### src/rtl/key_cond_pkg.sv
// Shared types and defaults for the multiplier key conditioner.
// Debouncer state encoding plus the default debounce length (1 ms at 50 MHz).
package key_cond_pkg;

  typedef enum logic [1:0] {
    RELEASED     = 2'd0,
    PRESS_WAIT   = 2'd1,
    PRESSED      = 2'd2,
    RELEASE_WAIT = 2'd3
  } key_state_t;

  localparam int KEY_DEBOUNCE_CYCLES_DEFAULT = 50000;

endpackage

### src/rtl/key_debounce.sv
// One active-low pushbutton: 2-flop synchronizer, debounce counter and FSM.
// Emits a single-cycle pulse on an accepted press and a debounced held level.
module key_debounce
  import key_cond_pkg::*;
#(
  parameter int DEBOUNCE_CYCLES = KEY_DEBOUNCE_CYCLES_DEFAULT
) (
  input  logic Clk,
  input  logic Reset,
  input  logic key_n_raw,
  output logic pulse,
  output logic held
);

  localparam int CW = (DEBOUNCE_CYCLES > 1) ? $clog2(DEBOUNCE_CYCLES) : 1;
  localparam logic [CW-1:0] CNT_ZERO = {CW{1'b0}};
  localparam logic [CW-1:0] CNT_ONE  = CW'(1);
  localparam logic [CW-1:0] CNT_MAX  = CW'(DEBOUNCE_CYCLES - 1);

  logic       sync1_r;
  logic       sync2_r;
  key_state_t state_r;
  logic [CW-1:0] cnt_r;
  logic       pulse_r;
  logic       held_r;

  // Synchronizer; flops reset to the released level so reset never looks like a press.
  always_ff @(posedge Clk) begin
    if (!Reset) begin
      sync1_r <= 1'b1;
      sync2_r <= 1'b1;
    end else begin
      sync1_r <= key_n_raw;
      sync2_r <= sync1_r;
    end
  end

  // Debounce FSM; pulse and held are registered alongside the state.
  always_ff @(posedge Clk) begin
    if (!Reset) begin
      state_r <= RELEASED;
      cnt_r   <= CNT_ZERO;
      pulse_r <= 1'b0;
      held_r  <= 1'b0;
    end else begin
      pulse_r <= 1'b0;
      case (state_r)
        RELEASED: begin
          if (!sync2_r) begin
            state_r <= PRESS_WAIT;
            cnt_r   <= CNT_ONE;
          end
        end
        PRESS_WAIT: begin
          if (sync2_r) begin
            state_r <= RELEASED;
            cnt_r   <= CNT_ZERO;
          end else if (cnt_r == CNT_MAX) begin
            state_r <= PRESSED;
            cnt_r   <= CNT_ZERO;
            pulse_r <= 1'b1;
            held_r  <= 1'b1;
          end else begin
            cnt_r <= cnt_r + CNT_ONE;
          end
        end
        PRESSED: begin
          if (sync2_r) begin
            state_r <= RELEASE_WAIT;
            cnt_r   <= CNT_ONE;
          end
        end
        RELEASE_WAIT: begin
          if (!sync2_r) begin
            state_r <= PRESSED;
            cnt_r   <= CNT_ZERO;
          end else if (cnt_r == CNT_MAX) begin
            state_r <= RELEASED;
            cnt_r   <= CNT_ZERO;
            held_r  <= 1'b0;
          end else begin
            cnt_r <= cnt_r + CNT_ONE;
          end
        end
        default: begin
          state_r <= RELEASED;
          cnt_r   <= CNT_ZERO;
          pulse_r <= 1'b0;
          held_r  <= 1'b0;
        end
      endcase
    end
  end

  assign pulse = pulse_r;
  assign held  = held_r;

endmodule

### src/rtl/multiplier_key_conditioner.sv
// Input stage for the shift-add multiplier: debounced Run / ClearA_LoadB
// command pulses and a synchronized switch operand.
module multiplier_key_conditioner
  import key_cond_pkg::*;
#(
  parameter int DEBOUNCE_CYCLES = KEY_DEBOUNCE_CYCLES_DEFAULT,
  parameter int SW_WIDTH        = 8
) (
  input  logic                Clk,
  input  logic                Reset,
  input  logic                Run_n_raw,
  input  logic                ClearA_LoadB_n_raw,
  input  logic [SW_WIDTH-1:0] SW_raw,
  output logic                Run_pulse,
  output logic                ClearA_LoadB_pulse,
  output logic                Run_held,
  output logic                ClearA_LoadB_held,
  output logic [SW_WIDTH-1:0] S
);

  logic [SW_WIDTH-1:0] sw_sync1_r;
  logic [SW_WIDTH-1:0] sw_sync2_r;

  key_debounce #(
    .DEBOUNCE_CYCLES(DEBOUNCE_CYCLES)
  ) u_run_key (
    .Clk      (Clk),
    .Reset    (Reset),
    .key_n_raw(Run_n_raw),
    .pulse    (Run_pulse),
    .held     (Run_held)
  );

  key_debounce #(
    .DEBOUNCE_CYCLES(DEBOUNCE_CYCLES)
  ) u_clear_load_key (
    .Clk      (Clk),
    .Reset    (Reset),
    .key_n_raw(ClearA_LoadB_n_raw),
    .pulse    (ClearA_LoadB_pulse),
    .held     (ClearA_LoadB_held)
  );

  // Switches are only synchronized; the multiplier samples S on a command pulse.
  always_ff @(posedge Clk) begin
    if (!Reset) begin
      sw_sync1_r <= {SW_WIDTH{1'b0}};
      sw_sync2_r <= {SW_WIDTH{1'b0}};
    end else begin
      sw_sync1_r <= SW_raw;
      sw_sync2_r <= sw_sync1_r;
    end
  end

  assign S = sw_sync2_r;

endmodule

### config.mk
export PLATFORM = sky130hd
export DESIGN_NAME = multiplier_key_conditioner
export DESIGN_NICKNAME = d
export VERILOG_FILES = /design/src/rtl/key_cond_pkg.sv /design/src/rtl/key_debounce.sv /design/src/rtl/multiplier_key_conditioner.sv
export SDC_FILE = /design/constraint.sdc
export NUM_CORES = 1
export LEC_CHECK = 0
export BUFFER_PORTS_ARGS = -buffer_cell sky130_fd_sc_hd__buf_2
export CELL_PAD_IN_SITES_DETAIL_PLACEMENT = 2
export CELL_PAD_IN_SITES_GLOBAL_PLACEMENT = 2
export CORE_ASPECT_RATIO = 1.1
export CORE_MARGIN = 1.5
export CORE_UTILIZATION = 36
export DETAILED_ROUTE_END_ITERATION = 10
export PLACE_DENSITY = 0.87
export SETUP_SLACK_MARGIN = 0.5
export SLEW_MARGIN = 20
export SYNTH_ARGS = -nofsm -noshare
export SYNTH_HDL_FRONTEND = slang
export SYNTH_SLANG_ARGS = --single-unit
### constraint.sdc
create_clock -name Clk -period 2.5 [get_ports Clk]
set_input_delay 0.375 -clock Clk [delete_from_list [all_inputs] [get_ports Clk]]
set_output_delay 0.375 -clock Clk [all_outputs]
set_load 0.02 [all_outputs]
==> results.md <==
* Outcome: finished, final reports clean
* Sequential element share of the synthesized area at 47.3%
* Hpwl dp at 4780 um
* Die H at 91.1 um
* Vias in the first global route at 2604
* Via-to-Cell Ratio at 6.00
* Layout Utilization at 46.5%
* Setup TNS at 0 ns
* Vias at 2412
* Most common cell in the synthesized netlist: dfxtp_1
* # DRC at 0
* Worst-path clk slew at 0.08 ns
* Hold buffers post-CTS at 0
* WL/cell at 23.4 um
* Slew HR at 65.1%
* Hold path depth at 2
* Clock buffer depth at 2
* Syn Inst Count at 278
* CTS root buffer: clkbuf_8
* Num CTS Buffers at 9
* Overall Power at 0.00212 W
* Gr ovfl total at 0
* Ys Warns at 0
* Register area at 0.00121 mm^2
* Maximum clock rate at 522 MHz
* Final setup fails at 0
* R2R cell count at 5
* Initial antenna violation count at 0
* Clock Skews at 0.0178 ns
* Initial Util at 37.8%
* Synth unique cells at 49
* Hold/Removal Path Class: primary input to flop
* Pin count of the biggest net entering global routing at 19
* Antenna viol nets, final at 0
* Area Growth Syn to Fin at 22.9%
* DIE AREA at 0.00756 mm^2
* Synth top area cells: dfxtp_1 47%, and2_1 4.2%, nand2_1 4.1%
* Routed WL at 9390 um
* Gr usage total at 24.1%
* CTS tree: done
* Filler cells at 723
* Area of the multi-input gates at 0.00133 mm^2
* Arr. time, crit path at 2.17 ns
* Async S/R FF share, synth at 0%
* Final period util at 76.6%
* Cell Area, Synth at 0.00254 mm^2
* Io pins at 24
* Layout cell share with drive strength beyond 1 at 26.9%
* Yosys top cell area share at 47.3%
* Worst setup EP type: flop
* Worst setup path category: flop to flop
* Ant diodes at 0
* Startpoint types: flop
* Pwr/cell area at 679 mW/mm^2
* Leak at 1.12 nW
* Min cycle time layout at 1.92 ns
* Peak VDD IR at 355 uV
* Global placer's final weighted congestion at 0.757
* Syn Nets at 292
* Hold EP: u_run_key.sync1_r
* Crit-path max FO at 9
* Unrepaired setup endpoints after global routing: false
* Clock Sink Count at 60
* Final Hold Fails at 0
* Core ar. at 0.00671 mm^2
* Largest area contributor in the netlist: dfxtp_1
* Hold Crit Start: Run_n_raw
* Prevailing post-synth register cell: dfxtp_1
* Drt first pass iters at 4
* Avg Cell Area, Syn at 9.13 um^2
* Port Buf Inserts at 23
* Width of the chip at 83.0 um
* Leading cell types by count after synthesis: 60 x dfxtp_1, 28 x nand2_1, 20 x a21oi_1, 19 x nand3_1, 17 x and2_1
* Synthesis-stage register bit count at 60
* Slew Viols, Final at 0
* MaxCap Viol Count at 0
* First-pass GRT wire length at 14000 um
* EDFF count, synth at 0
* Clock latency on the worst-skew pair at 0.35 ns
* 1st-iter DRT viols at 87
* Rows at 31
* Crit Reg-Reg Endpoint: u_run_key.cnt_r[10]
* Worst-Margin Slew at 0.519 ns
* Nets at 329
* CP required at 2.76 ns
* R2r setup slk at 0.58 ns
* H-tree lvl count at 3
per-layer routing:
metal	vias to the layer above	share of wire, %	GRT usage, %
li1	1091	-	-
met1	1220	39	26.8
met2	64	54	44.7
met3	37	3.2	4.55
met4	0	3.9	9.72
met5	-	0	0
final cells by class:
class,instances,area share (%)
clock buffers,11,4.53
clock inverters,5,2.73
repair buffers,35,6.98
flip-flops and latches,60,38.9
inverters,9,1.08
well taps,82,3.29
multi-input cells,200,42.5
worst max-delay path by stage:
stage,start,to,slack [ns]
final,flop,u_run_key.cnt_r[10],0.58
after floorplan,u_run_key.cnt_r[7],u_run_key.held,0.59
after global placement,u_run_key.cnt_r[7],u_run_key.held,0.37
after global routing,u_run_key.cnt_r[0],u_run_key.cnt_r[11],0.49
after CTS,u_clear_load_key.cnt_r[10],u_clear_load_key.cnt_r[10],0.50
after detailed placement,flop,u_clear_load_key.cnt_r[15],0.31
flip-flops by register name, indices dropped and copies added (netlist names), named ones only:
register and flops:
u_run_key.sync2_r 1, u_run_key.state_r 1, S 8, u_run_key.sync1_r 1
u_clear_load_key.pulse 1, sw_sync1_r 8, u_clear_load_key.sync1_r 1, u_run_key.held 1
u_clear_load_key.sync2_r 1, u_clear_load_key.cnt_r 16, u_clear_load_key.state_r 1, u_clear_load_key.held 1
u_run_key.pulse 1, u_run_key.cnt_r 16
placed cells by master (no fill, tap or decap), types with 3 or more instances in the layout:
cell type	Yosys	layout
dfxtp_1	60	53
nand2_1	28	27
buf_2	1	23
a21oi_1	20	20
and2_1	17	17
nand3_1	19	17
a31oi_1	15	15
o21ai_0	12	11
buf_4	0	11
clkbuf_8	1	10
inv_1	8	8
or3_1	7	7
nand4_1	6	6
dfxtp_2	0	6
nand4b_1	5	5
nor3_1	5	5
nor2_1	5	5
and3_1	5	4
nand2b_1	4	4
mux2i_1	4	4
or4_4	2	3
what timing repair did:
item	CTS	global route
gates cloned	0	1
pin swaps	3	3
buffers inserted	7	2
endpoints found under the setup margin	30	23
resized for setup	9	16
power breakdown:
group | total (W) | internal [W] | switching, W | leakage (nW)
registers | 0.000992 | 0.000977 | 0.0000154 | 0.492
logic | 0.000103 | 0.0000386 | 0.0000639 | 0.522
clock network | 0.00102 | 0.000593 | 0.000430 | 0.110
total | 0.00212 | 0.00161 | 0.000509 | 1.12
kinds of logic (layout without fill, tap and decap cells):
kind of cell | after synthesis | after routing | share of synthesized area (%)
AND/OR/NAND/NOR | 124 | 125 | 29.3
AO/OA/AOI/OAI | 64 | 64 | 15.5
flip-flops | 60 | 60 | 47.3
buffers and inverters | 19 | 60 | 3.55
XOR/XNOR | 5 | 5 | 1.73
multiplexers | 4 | 4 | 1.58
adder cells (fa/ha/maj) | 2 | 2 | 0.986
worst max-delay path: stages, from the launching register on:
cell	delay, ns
dfxtp_1	0.38
xnor2_2	0.39
nand3_2	0.27
nor2_2	0.49
nor2_1	0.11
o22ai_1	0.19
per-stage QoR:
stage	hold slack, ns	cell area, um^2	std cells	setup WS (ns)
after floorplan	0.386	2540	278	0.593
after global placement	0.389	2720	376	0.373
after detailed placement	0.409	2720	376	0.307
after CTS	0.202	3050	399	0.500
after global routing	0.184	3120	402	0.488
final	0.202	3120	402	0.584
Note: power is estimated with default switching activity, not from simulation.
